==> src/rtl/mux2_rr_arbiter_pkg.sv <==
// Shared types and constants for the two-source round-robin mux arbiter.
// Imported by the arbiter top and by the saturating counter.
package mux2_arb_pkg;

    typedef enum logic [1:0] {
        IDLE = 2'd0,
        G0   = 2'd1,
        G1   = 2'd2
    } arb_state_t;

    localparam logic SEL_SRC0 = 1'b0;
    localparam logic SEL_SRC1 = 1'b1;

    localparam int             CNT_W   = 8;
    localparam logic [CNT_W-1:0] CNT_MAX = 8'd255;

endpackage

==> src/rtl/mux2_rr_arbiter_if.sv <==
// Source request/data, downstream valid/ready and grant signals of the arbiter.
// master = arbiter side, slave = sources plus downstream stage.
interface mux2_rr_arbiter_if #(parameter int W = 1);

    logic         req0;
    logic         req1;
    logic [W-1:0] data0;
    logic [W-1:0] data1;
    logic         out_ready;
    logic         out_valid;
    logic         sel;
    logic [W-1:0] out_data;
    logic         grant0;
    logic         grant1;

    modport master (
        input  req0, req1, data0, data1, out_ready,
        output out_valid, sel, out_data, grant0, grant1
    );

    modport slave (
        output req0, req1, data0, data1, out_ready,
        input  out_valid, sel, out_data, grant0, grant1
    );

endinterface

==> src/rtl/mux2_rr_arbiter_sat_counter.sv <==
// Up-counter that sticks at its all-ones value; one increment per cycle with inc high.
// Latency: count reflects an increment after the following rising edge.
module sat_counter
    import mux2_arb_pkg::*;
#(
    parameter int CW = CNT_W
) (
    input  logic          clk,
    input  logic          rst_n,
    input  logic          inc,
    output logic [CW-1:0] count
);

    logic [CW-1:0] count_q;
    logic [CW-1:0] count_d;

    always_comb begin
        count_d = count_q;
        if (inc && (count_q != {CW{1'b1}}))
            count_d = count_q + 1'b1;
    end

    always_ff @(posedge clk or negedge rst_n) begin
        if (!rst_n)
            count_q <= '0;
        else
            count_q <= count_d;
    end

    assign count = count_q;

endmodule

==> src/rtl/mux2_rr_arbiter.sv <==
// Round-robin arbiter for two sources feeding a 2:1 mux; winner's data and sel are
// registered on grant entry (1-cycle req->valid), held stable while out_ready is low,
// and released with a combinational grant pulse on accept.
// MUX2_ARB_CNT_EN adds per-source saturating accepted-transfer counters cnt0/cnt1.
module mux2_rr_arbiter
    import mux2_arb_pkg::*;
#(
    parameter int W = 1
) (
    input  logic               clk,
    input  logic               rst_n,
    mux2_rr_arbiter_if.master  bus
`ifdef MUX2_ARB_CNT_EN
    ,
    output logic [CNT_W-1:0]   cnt0,
    output logic [CNT_W-1:0]   cnt1
`endif
);

    arb_state_t   state_q, state_d;
    logic [W-1:0] data_q;
    logic         sel_q;
    logic         last_q;
    logic         accept;
    logic         load0, load1;

    // State register
    always_ff @(posedge clk or negedge rst_n) begin
        if (!rst_n)
            state_q <= IDLE;
        else
            state_q <= state_d;
    end

    // Next state: an accept hands straight over to a waiting opposite source
    always_comb begin
        state_d = state_q;
        unique case (state_q)
            IDLE: begin
                if (bus.req0 && bus.req1)
                    state_d = last_q ? G0 : G1;
                else if (bus.req0)
                    state_d = G0;
                else if (bus.req1)
                    state_d = G1;
            end
            G0: if (bus.out_ready) state_d = bus.req1 ? G1 : IDLE;
            G1: if (bus.out_ready) state_d = bus.req0 ? G0 : IDLE;
            default: state_d = IDLE;
        endcase
    end

    // Outputs
    always_comb begin
        bus.out_valid = (state_q != IDLE);
        bus.sel       = sel_q;
        bus.out_data  = data_q;
        bus.grant0    = bus.out_valid && bus.out_ready && (sel_q == SEL_SRC0);
        bus.grant1    = bus.out_valid && bus.out_ready && (sel_q == SEL_SRC1);
    end

    assign accept = (state_q != IDLE) && bus.out_ready;
    assign load0  = (state_d == G0) && (state_q != G0);
    assign load1  = (state_d == G1) && (state_q != G1);

    always_ff @(posedge clk or negedge rst_n) begin
        if (!rst_n) begin
            data_q <= '0;
            sel_q  <= SEL_SRC0;
            last_q <= 1'b1;
        end else begin
            if (load0) begin
                data_q <= bus.data0;
                sel_q  <= SEL_SRC0;
            end else if (load1) begin
                data_q <= bus.data1;
                sel_q  <= SEL_SRC1;
            end
            if (accept)
                last_q <= sel_q;
        end
    end

`ifdef MUX2_ARB_CNT_EN
    sat_counter #(.CW(CNT_W)) u_cnt0 (
        .clk   (clk),
        .rst_n (rst_n),
        .inc   (bus.grant0),
        .count (cnt0)
    );

    sat_counter #(.CW(CNT_W)) u_cnt1 (
        .clk   (clk),
        .rst_n (rst_n),
        .inc   (bus.grant1),
        .count (cnt1)
    );
`endif

endmodule

==> src/flat_wrapper.sv <==
// flat-port wrapper written by rule: the top's interface ports become plain ports
module mux2_rr_arbiter_flat import mux2_arb_pkg::*;
#(
    parameter int W = 1
)
  (clk, rst_n, bus_req0, bus_req1, bus_data0, bus_data1, bus_out_ready, bus_out_valid, bus_sel, bus_out_data, bus_grant0, bus_grant1);
  mux2_rr_arbiter_if #(.W(W)) bus_i ();
  input  logic clk;
  input  logic rst_n;
  input wire logic [$bits(bus_i.req0)-1:0] bus_req0;
  input wire logic [$bits(bus_i.req1)-1:0] bus_req1;
  input wire logic [$bits(bus_i.data0)-1:0] bus_data0;
  input wire logic [$bits(bus_i.data1)-1:0] bus_data1;
  input wire logic [$bits(bus_i.out_ready)-1:0] bus_out_ready;
  output wire logic [$bits(bus_i.out_valid)-1:0] bus_out_valid;
  output wire logic [$bits(bus_i.sel)-1:0] bus_sel;
  output wire logic [$bits(bus_i.out_data)-1:0] bus_out_data;
  output wire logic [$bits(bus_i.grant0)-1:0] bus_grant0;
  output wire logic [$bits(bus_i.grant1)-1:0] bus_grant1;
  assign bus_i.req0 = bus_req0;
  assign bus_i.req1 = bus_req1;
  assign bus_i.data0 = bus_data0;
  assign bus_i.data1 = bus_data1;
  assign bus_i.out_ready = bus_out_ready;
  assign bus_out_valid = bus_i.out_valid;
  assign bus_sel = bus_i.sel;
  assign bus_out_data = bus_i.out_data;
  assign bus_grant0 = bus_i.grant0;
  assign bus_grant1 = bus_i.grant1;
  mux2_rr_arbiter #(.W(W)) u_core (.clk(clk), .rst_n(rst_n), .bus(bus_i));
endmodule
==> config.mk <==
export PLATFORM = sky130hd
export DESIGN_NAME = mux2_rr_arbiter_flat
export DESIGN_NICKNAME = d
export VERILOG_FILES = /design/src/rtl/mux2_rr_arbiter_pkg.sv /design/src/rtl/mux2_rr_arbiter_if.sv /design/src/rtl/mux2_rr_arbiter_sat_counter.sv /design/src/rtl/mux2_rr_arbiter.sv /design/src/flat_wrapper.sv
export SDC_FILE = /design/constraint.sdc
export NUM_CORES = 1
export LEC_CHECK = 0
export CORE_AREA = 2 2 39 41
export CTS_CLUSTER_DIAMETER = 80
export DETAILED_ROUTE_END_ITERATION = 8
export DIE_AREA = 0 0 41 43
export GPL_TIMING_DRIVEN = 0
export SLEW_MARGIN = 10
export SYNTH_ARGS = -nofsm -noshare
export SYNTH_HDL_FRONTEND = slang
export SYNTH_HIERARCHICAL = 1
export SYNTH_SLANG_ARGS = --single-unit
==> constraint.sdc <==
create_clock -name clk -period 1.28 [get_ports clk]
set_input_delay 0.256 -clock clk [delete_from_list [all_inputs] [get_ports clk]]
set_output_delay 0.256 -clock clk [all_outputs]
set_load 0.01 [all_outputs]
# Word-level counts from Yosys, hierarchy flattened
# Cells that the tools add are included.
classes:
  n_mux: 13
  bitwise_logic: 1
  n_reduce_logical: 9
  n_eq_ne: 6
op_table:
  columns: ["operator", "n"]
  rows:
  - ["two-way mux 2 bit", 7]
  - ["logical AND 1 bit", 6]
  - ["case mux 2 bit (3 select lines)", 1]
  - ["two-way mux 1 bit", 5]
  - ["== test 2 x 1 -> 1 bit, second input constant", 2]
  - ["== test 2 bit, second input constant", 2]
  - ["nonzero test 2 bit", 2]
  - ["zero test 2 bit", 1]
  - ["inequality test 2 x 1 -> 1 bit, second input constant", 1]
  - ["inequality test 2 bit, second input constant", 1]
  - ["inverter 1 bit", 1]
totals:
  inputBits: 7
  output_inout_bits: 5
  regBits: 5
  word_cells: 33

# Depth between registers and ports, before layout
# Gate-level depths: netlist (run 1).
logic_depth:
  ltp_word: 8
  mapped_depth: 3
  mapped_depth_nobuf: 3

# Least setup slack after synthesis (run 1)
# Ideal clock, no wire load.
synth_path:
  path_kind: "reg-to-reg"
  from: "register u_core.state_q[0]"
  to: "register u_core.data_q (netlist: u_core/bus.out_data)"
  stages_incl_launch_ff: 4
  setup_ps: 82
  arrival_ps: 1208
  path_slack_ps: -9
  path_buffers: 0
  cell_sequence: "dfrtp_1 -> and3b_1 -> or4b_1 -> a31oi_1"
synth_between:
  elab_chain_len: 7
synth_rtl:
  columns: ["element", "line", "text"]
  rows:
  - ["from (decl)", "mux2_rr_arbiter.sv:20", "arb_state_t state_q, state_d;"]
  - ["from (signal assigned)", "mux2_rr_arbiter.sv:32", "state_q <= state_d;"]
  - ["two-way mux 2 bit", "mux2_rr_arbiter.sv:44", "else if (bus.req1)"]
  - ["two-way mux 2 bit", "mux2_rr_arbiter.sv:42", "else if (bus.req0)"]
  - ["two-way mux 2 bit", "mux2_rr_arbiter.sv:40", "if (bus.req0 && bus.req1)"]
  - ["case mux 2 bit (3 select lines)", "mux2_rr_arbiter.sv:38", "unique case (state_q)"]
  - ["== test 2 x 1 -> 1 bit or == test 2 bit (tied branches)", "mux2_rr_arbiter.sv:63, mux2_rr_arbiter.sv:64", null]
  - ["logical AND 1 bit (on tied branches)", "mux2_rr_arbiter.sv:63, mux2_rr_arbiter.sv:64", null]
  - ["two-way mux 1 bit or nonzero test 2 bit (tied branches)", null, null]
  - ["to (signal assigned)", "mux2_rr_arbiter.sv:73", "data_q <= bus.data0;"]
  - ["to (signal assigned)", "mux2_rr_arbiter.sv:76", "data_q <= bus.data1;"]
  - ["to (decl)", "mux2_rr_arbiter.sv:21", "logic [W-1:0] data_q;"]
# Several ways; a longest one is shown, not always the timed one.
# A chain may end at the register's enable or synchronous reset.

# Worst setup path after layout (run 1)
layout_path:
  from: "register u_core.state_q[1]"
  to: "output port bus_grant1"
layout_between:
  elab_chain_len: 3
layout_rtl:
  columns: ["element", "line", "text"]
  rows:
  - ["nonzero test 2 bit", "mux2_rr_arbiter.sv:55", "bus.out_valid = (state_q != IDLE);"]
  - ["logical AND 1 bit (2 in series)", "mux2_rr_arbiter.sv:59", "bus.grant1 = bus.out_valid && bus.out_ready && (sel_q == SEL_SRC1);"]
  - ["to (decl)", "flat_wrapper.sv:19", "output wire logic [$bits(bus_i.grant1)-1:0] bus_grant1;"]
# Every way passes these cells.

==> results.txt, run 1 <==
Counting instances in the post-synthesis netlist gives the leading cell types as sky130_fd_sc_hd__dfrtp_1 (4), sky130_fd_sc_hd__nand2b_1 (2). The pre-antenna-repair detailed-routing pass consisted of 2 iterations. For this block, the initial DRC count from the detailed router was 3. In this run the register-to-register setup slack is -0.14 ns. Setup repair after global routing could not meet its margin everywhere. TritonCTS built the clock tree. The flow ran to the end, but the final reports show violations. Buffers placed on the I/O ports in this run total 11. The run gives 33 as the synthesized net count. STA classifies the critical path startpoint as a register. For the CTS H-tree depth, the log shows 1. The run gives 267 as the number of global-route vias before repair.

The post-route standard cell area excluding fillers was 487 um2; the net total in the final layout was 52. For this run, design rule violations remaining after detail routing come to 0. Data arrives at the worst endpoint at 1.19 ns. STA classifies the critical path endpoint as an output pin.

Yosys attributes the largest share of cell area to sky130_fd_sc_hd__dfrtp_1 (37%), sky130_fd_sc_hd__dfstp_2 (9.7%), sky130_fd_sc_hd__nand2b_1 (4.6%). Of the post-synthesis cell area, the dominant cell type holds 36.9%. Across every metal layer, demand over resource in global routing totals 8.70%. The tools report the routability congestion estimate as 0.687. The type of the worst min-delay path is input port to asynchronous set/reset pin.

The run gives 0.00176 mm2 as the die outline area. The library cell used as clock root buffer is sky130_fd_sc_hd__clkbuf_4. For the number of standard cells after synthesis, the log shows 26. The tools report the initial core utilization as 19.6%. The via-per-instance ratio is 4.22, and the total half-perimeter wirelength after legalization and detailed placement is 462 um. For the pin with the worst max-slew slack, the measured transition is 0.283 ns. Counting every sink on the clock net gives 5.

The clock arrives with 0.000273 ns of skew. The signal on the critical path passes through or2_4, and3_4, buf_6. The post-route worst setup slack is -0.168 ns. The tools report the residual antenna-violating net count after detailed routing as 0. The worst register-to-register path has a depth of 4. 0 antenna diodes ended up in the layout. In this run the standard cell core region covers 0.00138 mm2.

The placed instances occupy a cell area of 409 um2. The share of flip-flops with an asynchronous set or reset came out at 100%. The sequential cells in the finished layout cover a total of 126 um2. The tools report the hold violation total from the final report as 0.

On the final layout, the worst hold slack is 0.233 ns. Standard cell with the maximum stage delay on the critical path: sky130_fd_sc_hd__dfrtp_1. Fraction of layout instances using a drive strength above 1: 38.6%.

For the unique cell type count in the Yosys netlist, the log shows 22. The synthesis-to-finish area growth came out at 79.3%. The number of maximum-capacitance violations was 0.

The number of synthesized flops with an enable pin works out to 0. The largest stage delay on the critical path was 0.39 ns; the maximum clock frequency was 691 MHz. The logs give 0 for the max-slew violation count and 81.0% for the worst-case headroom to the max-slew limit.

Detailed routing inserted a total of 253 vias. The longest clock path from root to sink contains 2 buffers. The clock slew at the register clock pins of the worst setup and hold paths was 0.04 ns.

Flip-flop cell with the highest count after synthesis: sky130_fd_sc_hd__dfrtp_1. The cell area that synthesis handed to floorplanning was 272 um2. Measured along the y axis, the die boundary spans 43 um. Power spread over the standard cell area amounts to 2210 mW/mm2.

The run gives 0 as the hold buffer count at cts. The total stage count of the critical path was 3; the average instance area after synthesis was 10.4 um2. The number of endpoints failing setup at the final stage was 4. The sequential fraction of the synthesis area was 46.5%. The top cell types in the final layout, fill and taps aside, are sky130_fd_sc_hd__clkdlybuf4s50_1 (5), sky130_fd_sc_hd__buf_6 (5), sky130_fd_sc_hd__dfrtp_1 (4). The final reports fail on negative setup slack. The maximum number of pins on one net before global-route repair is 6. Of all cell types, the one taking the most synthesized area is sky130_fd_sc_hd__dfrtp_1. The row count was 14. The clock reaches the later pin of the worst-skew pair after 0.23 ns. The average wire per cell in the routed design was 10.0 um.

The worst path uses 113% of the clock period. The logs give 169 um2 for the multi-input combinational cell area and 698 uV for the peak ir drop on the vdd network. The synthesized design contains 5 register bits. In the post-synthesis netlist, the cell with the most instances is sky130_fd_sc_hd__dfrtp_1. The run gives 0 as the number of antenna violations at the first check in global routing. In this run the horizontal extent of the chip is 41 um. For this design the top-level I/O count stands at 12.

Yosys printed 6 warnings. In this run, CTS created clock tree buffers numbering 3. Time the worst path needs with I/O delays and setup: 1.45 ns. Combined buffer and inverter count along the critical path: 1. The endpoint identified for the worst register-to-register timing path is u_core/bus.out_data$_DFFE_PN0P_. For this run the aggregate overflow at the end of global routing stands at 0. For this block, the routed nets add up to 602 um of wire. The first global-routing pass estimated 1010 um of wire. The worst reg2reg path startpoint was u_core/state_q[1]$_DFF_PN0_.

The count of fill cells added during filler insertion is 140. By startpoint and endpoint, the worst setup path is classified as register to output pin. Data on the critical path is required at its endpoint by 1.02 ns.

Broken down by cell family, the worst path's largest delay share belongs to simple AND/OR/NAND/NOR gates. Along the worst path, the maximum fanout reaches 3. For this design the static power due to leakage is 0.226 nW.
## routing by layer
layer / GRT usage (%) / share of wire (%)
met4: 10.0 / 0
met2: 12.2 / 55
met1: 9.57 / 43
met5: 0 / 0
met3: 1.57 / 1.7
## how the worst max path moves through the flow
stage	slack (ns)	start	end
2_1_floorplan	0.001	u_core/state_q[0]$_DFF_PN0_	u_core/bus.out_data$_DFFE_PN0P_
3_3_place_gp	-0.52	bus_out_ready	bus_grant1
3_5_place_dp	-0.51	bus_out_ready	bus_grant1
4_1_cts	-0.15	u_core/state_q[1]$_DFF_PN0_	u_core/bus.out_data$_DFFE_PN0P_
5_1_grt	-0.21	u_core/state_q[1]$_DFF_PN0_	u_core/bus.out_data$_DFFE_PN0P_
6_report	-0.17	u_core/state_q[1]$_DFF_PN0_	bus_grant1
## sequential cells by signal, indices dropped and copies added, names as in the netlist
name and flops:
u_core/bus.sel 1, u_core/last_q 1, u_core/bus.out_data 1, u_core/state_q 2
## metrics by stage
step	total power [W]	instances	worst slack, ns	util [%]	TNS, ns
5_1_grt	0.00115	60	-0.211	35.2	-0.697
3_5_place_dp	0.000783	53	-0.512	29.6	-1.87
3_3_place_gp	0.000780	53	-0.518	29.6	-1.91
4_1_cts	0.00102	60	-0.149	33.1	-0.533
2_1_floorplan	0.000563	26	0.00115	-	0
6_report	0.00108	60	-0.168	35.2	-0.429
## what timing repair did
item | 4_1_cts | 5_1_grt
gates resized for setup | 18 | 8
pin swaps | 2 | 2
setup buffers | 3 | 0
endpoints found under the hold margin | 0 | 0
setup endpoints to repair | 6 | 8
## power by group
group | switching [W] | leakage (nW) | internal [W] | total, W
clock network | 0.0000560 | 0.0150 | 0.000117 | 0.000173
registers | 0.0000632 | 0.0590 | 0.000250 | 0.000313
logic | 0.000229 | 0.152 | 0.000360 | 0.000589
## cells by family after synthesis
logic type             after synthesis  share of synthesized area (%)
DFF                                  5                           46.5
buffers and inverters                1                           1.38
and+or+nand+nor                     12                           30.0
AOI/OAI and AO/OA                    8                           22.1
## cell type report
type                    count  share of cell area, %
multi-input cells          20                   34.7
inverters                   1                  0.771
well taps                  16                   4.11
clock buffers               4                   5.40
flip-flops and latches      5                   26.0
repair buffers             14                   29.0
No activity file was read; power rests on OpenSTA's default activity.
==> inputs of run 2 (changes only) <==
--- a/config.mk
+++ b/config.mk
@@ -6,10 +6,12 @@
 export NUM_CORES = 1
 export LEC_CHECK = 0
 export CORE_AREA = 2 2 39 41
+export CTS_BUF_LIST = sky130_fd_sc_hd__clkbuf_16
 export CTS_CLUSTER_DIAMETER = 80
 export DETAILED_ROUTE_END_ITERATION = 8
 export DIE_AREA = 0 0 41 43
-export GPL_TIMING_DRIVEN = 0
+export GPL_TIMING_DRIVEN = 1
+export REMOVE_ABC_BUFFERS = 1
 export SLEW_MARGIN = 10
 export SYNTH_ARGS = -nofsm -noshare
 export SYNTH_HDL_FRONTEND = slang
==> results.txt, run 2 (synthesis gave the netlist of run 1 again) <==
VDD sags by at most 1250 uV. In the global route stage, overall resource usage came out at 10.0%. The initial core utilization came out at 19.6%.

The time the worst path needs with I/O delays and setup was 1.49 ns. For this run the aggregate overflow at the end of global routing stands at 0. In this run the count of I/O pins placed on the die edge is 12.

After clock tree synthesis, the clock-pin slew on the worst setup and hold paths is 0.03 ns. The average wire per cell in the routed design was 12.1 um; the number of CTS-inserted buffers was 3. Of all nets on the critical path, the largest fanout is 5. The row count came out at 14. The critical path class is register to register. The run gives 1.62 ns as the worst endpoint data arrival time. The run gives 552 um as the total half-perimeter wirelength after legalization and detailed placement. The tree is rooted in a sky130_fd_sc_hd__clkbuf_16. Hold violation total from the final report: 0. The run finished, with violations left. At the end of routability-driven placement, the weighted congestion stood at 0.703. The repair_antennas step left the layout with diodes totalling 0. The most flop-heavy register was u_core/state_q. The number of buffers added on ports was 11. The die width works out to 41 um. The library cells used most frequently in the layout, excluding fill and tap cells, are sky130_fd_sc_hd__buf_4 (9), sky130_fd_sc_hd__buf_6 (6), sky130_fd_sc_hd__clkdlybuf4s50_1 (5). The run gives 2 as the maximum buffer depth of the clock tree.

The total number of clock tree sinks is 5. The register with the most flip-flops in the layout has 2 of them. For the post-route worst setup slack, the log shows -0.206 ns.

The path class of the tightest hold or removal check is input port to asynchronous set/reset pin. In this run the remaining antenna-violating nets after routing total 0. The run gives 1170 um as the global-route wire length before repair.

Traced cell by cell, the critical path runs through buf_6, and3b_1, or4b_1, a31oi_1. Before antenna repair, the detailed router went through 3 iterations. The total area inside the core boundary comes to 0.00138 mm2. Entering global routing, the biggest net connects 6 pins. The number of global-route vias before repair is 303, and the setup skew after layout is 0.000581 ns. Setup repair after global routing could not meet its margin everywhere.

For the final routed database, the setup TNS stands at -0.466 ns. For this design the static power due to leakage is 0.296 nW. Max-cap violations in this run came to 0.

Broken down by cell family, the worst path's largest delay share belongs to simple AND/OR/NAND/NOR gates. In this run the power density over the cells is 2540 mW/mm2. Most frequent standard cell in the layout excluding fill and tap cells: sky130_fd_sc_hd__buf_4.

TritonCTS built the clock tree. Standard cell with the maximum stage delay on the critical path: sky130_fd_sc_hd__or4b_1. The synthesis-to-finish area growth is 129%, and the total vias in the final route is 299. The max-slew violation count was 0; the net total in the final layout was 62. The total stage count of the critical path was 4; the required time of the critical path was 1.41 ns. The fraction of layout instances using a drive strength above 1 is 50.0%. The floorplan step set the die height to 43 um. The number of endpoints failing setup at the final stage was 4; the cell depth of the worst flop-to-flop path was 4. Clock latency on the worst-skew pair, taken at its later pin, is 0.22 ns. The combined buffer and inverter count along the critical path works out to 1. In this run, the number of DRC markers left after iteration 0 of detailed routing was 4. The checks that failed: negative setup slack. The worst reg2reg path startpoint was u_core/state_q[0]$_DFF_PN0_.

The largest single stage delay on the critical path is 0.53 ns. The run gives 0 as the number of antenna violations at the first check in global routing. Measured against its own limit, the worst slew margin works out to 81.3%. The via-per-instance ratio came out at 4.27. In this run the worst setup path begins at u_core/state_q[0]$_DFF_PN0_. The critical path startpoint category is a register. For this run, the top clock speed supported by timing is 673 MHz. Across all register-to-register paths, the minimum setup slack is -0.21 ns.

Dividing the final minimum period by the clock period gives 116%. STA classifies the critical path endpoint as a register. The CTS H-tree depth came out at 1. The routed wire length is 844 um, and the final standard cell count with taps included and fillers excluded is 70.

The die covers 0.00176 mm2. The run gives 0 as the residual DRC count. The actual transition at the worst max-transition pin is 0.280 ns.

The post-placement cell count was 62.
[run 2: cell types whose count changed in the layout (fill, tap and decap cells not counted), sizes merged]
cell,delta
inv,+1
clkdlybuf4s15,+1
dlymetal6s2s,-1
clkbuf,-1
buf,+10
[run 2: worst paths after layout]
path                                                    to
setup / recovery           u_core/bus.out_data$_DFFE_PN0P_
hold / removal                  u_core/bus.sel$_DFFE_PN0P_
setup reg to reg           u_core/bus.out_data$_DFFE_PN0P_
hold reg to reg                u_core/state_q[1]$_DFF_PN0_
max in group asynchronous        u_core/last_q$_DFFE_PN1P_
min in group clk               u_core/state_q[1]$_DFF_PN0_
[run 2: worst reg2reg max path: cells and delay by family, from the launching register on]
family	cells	cell delay (ns)
and+or+nand+nor	2	0.71
DFF	1	0.36
AOI/OAI and AO/OA	1	0.22
buffers and inverters	1	0.11
[run 2: cell type report]
type	count	area, um2
fillers	129	762
repair buffers	24	218
multi-input cells	20	175
flip-flops and latches	5	126
clock buffers	3	75.1
well taps	16	20.0
clock inverters	1	3.75
inverters	1	3.75
[run 2: what timing repair did]
action,CTS,global route
pin swaps,5,4
endpoints found under the hold margin,0,0
setup buffers,2,2
resized for setup,24,6
setup endpoints to repair,8,7
hold buffers,0,0
[run 2: through the flow]
| step | utilization [%] | cell area [um2] | worst slack [ns] | hold slack (ns) | power (W) |
|---|---|---|---|---|---|
| 2_1_floorplan | - | 272 | -0.00940 | -0.0396 | 0.000550 |
| 3_3_place_gp | 33.9 | 469 | -0.423 | 0.490 | 0.000911 |
| 3_5_place_dp | 33.9 | 469 | -0.443 | 0.483 | 0.000917 |
| 4_1_cts | 41.7 | 577 | -0.158 | 0.247 | 0.00148 |
| 5_1_grt | 44.9 | 622 | -0.225 | 0.262 | 0.00167 |
| 6_report | 44.9 | 622 | -0.206 | 0.244 | 0.00158 |
[run 2: layer usage]
layer	track usage [%]	up-vias	wire [um]
met3	3.14	2	18
met1	9.87	141	319
met5	0	-	0
met4	8.00	0	14
met2	15.9	5	490
li1	-	151	-
[run 2: report_power, final]
part / internal [W] / total (W) / switching (W)
combinational: 0.000484 / 0.000781 / 0.000298
sequential: 0.000250 / 0.000305 / 0.0000549
clock: 0.000404 / 0.000496 / 0.0000929
==> inputs of run 3 (changes only) <==
--- a/config.mk
+++ b/config.mk
@@ -5,11 +5,11 @@
 export SDC_FILE = /design/constraint.sdc
 export NUM_CORES = 1
 export LEC_CHECK = 0
-export CORE_AREA = 2 2 39 41
+export CORE_AREA = 10 10 47 49
 export CTS_BUF_LIST = sky130_fd_sc_hd__clkbuf_16
 export CTS_CLUSTER_DIAMETER = 80
 export DETAILED_ROUTE_END_ITERATION = 8
-export DIE_AREA = 0 0 41 43
+export DIE_AREA = 0 0 57 59
 export GPL_TIMING_DRIVEN = 1
 export REMOVE_ABC_BUFFERS = 1
 export SLEW_MARGIN = 10
==> results.txt, run 3 (synthesis gave the netlist of run 1 again) <==
The flow ran to the end, but the final reports show violations. The checks that failed: negative setup slack. Counting I/O delays and the setup requirement, the final critical path takes 1.42 ns. For this design, the sink count on the clock tree is 5. In this run the remaining antenna-violating nets after routing total 0.

The largest driver fanout on the critical path works out to 3. Across every metal layer, demand over resource in global routing totals 5.02%. The period utilization works out to 111%. The critical path startpoint category is a register. The tools report the net total in the final layout as 59. The critical path class was register to output pin. The tools report the post-placement cell count as 62.

Port buffering added 11 buffers. TritonCTS built the clock tree. CTS placed an instance of sky130_fd_sc_hd__clkbuf_16 at the clock tree root.

The number of flip-flops in the largest register is 2, and the first-pass detailed-route iteration total is 1. After layout, the design draws a total of 0.00148 W. The logs give 19.4% for the initial core utilization and 293 for the total vias in the final route.

The total half-perimeter wirelength after legalization and detailed placement is 643 um, and the via-per-instance ratio is 4.37. The register with the most flip-flops in the final layout is u_core/state_q. The logs give 1310 um for the global-route wire length before repair and 12 for the total I/O pin count. The number of global-route vias before repair is 319, and the actual transition at the worst max-transition pin is 0.317 ns. The signal on the critical path passes through or2_4, and3_4, buf_6. Data arrives at the worst endpoint at 1.16 ns.

Setup repair after global routing could not meet its margin everywhere. Summing all non-filler instances in the final layout gives an area of 578 um2. The static leakage is 0.275 nW, and the number of CTS-inserted buffers is 3.

Combined buffer and inverter count along the critical path: 1. Leaving out fill and tap cells, the most frequent cells in the layout are sky130_fd_sc_hd__buf_4 (7), sky130_fd_sc_hd__clkdlybuf4s50_1 (5), sky130_fd_sc_hd__buf_6 (4), sky130_fd_sc_hd__dfrtp_1 (4), sky130_fd_sc_hd__clkbuf_16 (3). The largest stage delay on the critical path came out at 0.38 ns. Standard cell with the maximum stage delay on the critical path: sky130_fd_sc_hd__dfrtp_1. The congestion estimate from routability-driven global placement came to 0.735. The longest clock path from root to sink contains 2 buffers. The most frequent standard cell in the layout excluding fill and tap cells is sky130_fd_sc_hd__buf_4.

The maximum number of pins on one net before global-route repair was 6. The clock slew at the register clock pins of the worst setup and hold paths was 0.03 ns; the worst-case headroom to the max-slew limit was 78.8%. The run gives 469 um2 as the area of placed instances. For the hold violation total from the final report, the log shows 0. The logs give 0 for the max-slew violation count and 0 for the number of antenna violations at the first check in global routing.

The total negative slack came out at -0.375 ns. The CTS H-tree depth came out at 1. Cells fill 41.3% of the core in the end. The critical path's top delay family was simple AND/OR/NAND/NOR gates. The required time of the critical path was 1.02 ns.

The die width is 57 um. The finished layout holds 67 standard cells, fillers aside. The total stage count of the critical path came out at 3. For this run the aggregate overflow at the end of global routing stands at 0. For the initial DRC count, the log shows 0. Total inserted antenna cells: 0. The number of maximum-capacitance violations was 0; the peak ir drop on the vdd network was 1170 uV.

The type of the worst min-delay path was input port to asynchronous set/reset pin. Setup violations remaining at the end of the flow were counted as 5. On the final layout, the worst clock skew is 0.00165 ns. Clock latency on the worst-skew pair, taken at its later pin, is 0.23 ns. The fraction of layout instances using a drive strength above 1 is 47.1%. Counting cells, the worst reg-to-reg path comes to 4.

The row count is 14. For the die outline area, the log shows 0.00336 mm2. The synthesis-to-finish area growth is 113%, and the floorplan die height is 59 um. After detailed routing, the number of remaining DRC violations is 0. The tools report the routed wire length as 827 um. In this run the power density over the cells is 2560 mW/mm2.

Timing would allow up to 705 MHz. Dividing the detail-routed wire length by the instance count gives 12.3 um. The floorplan step defined a core boundary enclosing 0.00140 mm2.

The post-route worst setup slack was -0.139 ns. The worst setup path is captured at an output pin.
-- run 3: changes by cell type in the layout (fill, tap and decap cells not counted), sizes merged --
cell  previous run  this run
buf             16        13
-- run 3: worst reg2reg max path, delay by kind of cell (launching register included) --
kind | cells | cell delay, ns
and+or+nand+nor | 2 | 0.65
DFF | 1 | 0.38
AOI/OAI and AO/OA | 1 | 0.18
buffers and inverters | 1 | 0.12
-- run 3: power by group --
group	switching (W)	internal, W	leakage [nW]	total, W
clock network	0.0000984	0.000404	0.0423	0.000502
registers	0.0000527	0.000249	0.0590	0.000302
logic	0.000265	0.000408	0.173	0.000673
-- run 3: cell type report --
type,instances,area (um2)
clock inverter,1,3.75
clock buffer,3,75.1
fill,148,823
tap,16,20.0
inverter,1,3.75
sequential,5,126
timing repair buffer,21,185
multi-input combinational,20,164
-- run 3: metrics by stage --
stage               setup slack, ns  hold WS [ns]
finish                       -0.139         0.249
global route                 -0.198         0.271
CTS                          -0.148         0.255
detailed placement           -0.448         0.487
global placement             -0.432         0.490
floorplan                  -0.00940       -0.0396
-- run 3: final timing paths --
| path | slack [ns] | from | to |
|---|---|---|---|
| min in group clk | 0.52 | bus_out_ready | u_core/last_q$_DFFE_PN1P_ |
| min reg2reg | 0.55 | u_core/bus.out_data$_DFFE_PN0P_ | u_core/bus.out_data$_DFFE_PN0P_ |
| max | -0.14 | u_core/state_q[0]$_DFF_PN0_ | bus_grant1 |
| max in group asynchronous | 0.78 | rst_n | u_core/last_q$_DFFE_PN1P_ |
| max reg2reg | -0.13 | u_core/state_q[1]$_DFF_PN0_ | u_core/bus.out_data$_DFFE_PN0P_ |
| min | 0.25 | rst_n | u_core/bus.sel$_DFFE_PN0P_ |
-- run 3: layer usage --
metal	track usage, %	vias up	part of all wire [%]
li1	-	146	-
met1	4.29	139	38
met2	9.15	6	57
met3	2.58	2	3.7
met4	3.02	0	0.97
met5	0	-	0
-- run 3: timing repair --
| action | 4_1_cts | 5_1_grt |
|---|---|---|
| pin swaps | 4 | 2 |
| hold buffers | 0 | 0 |
| resized for setup | 22 | 4 |
| buffers inserted | 0 | 1 |
| endpoints found under the setup margin | 9 | 6 |
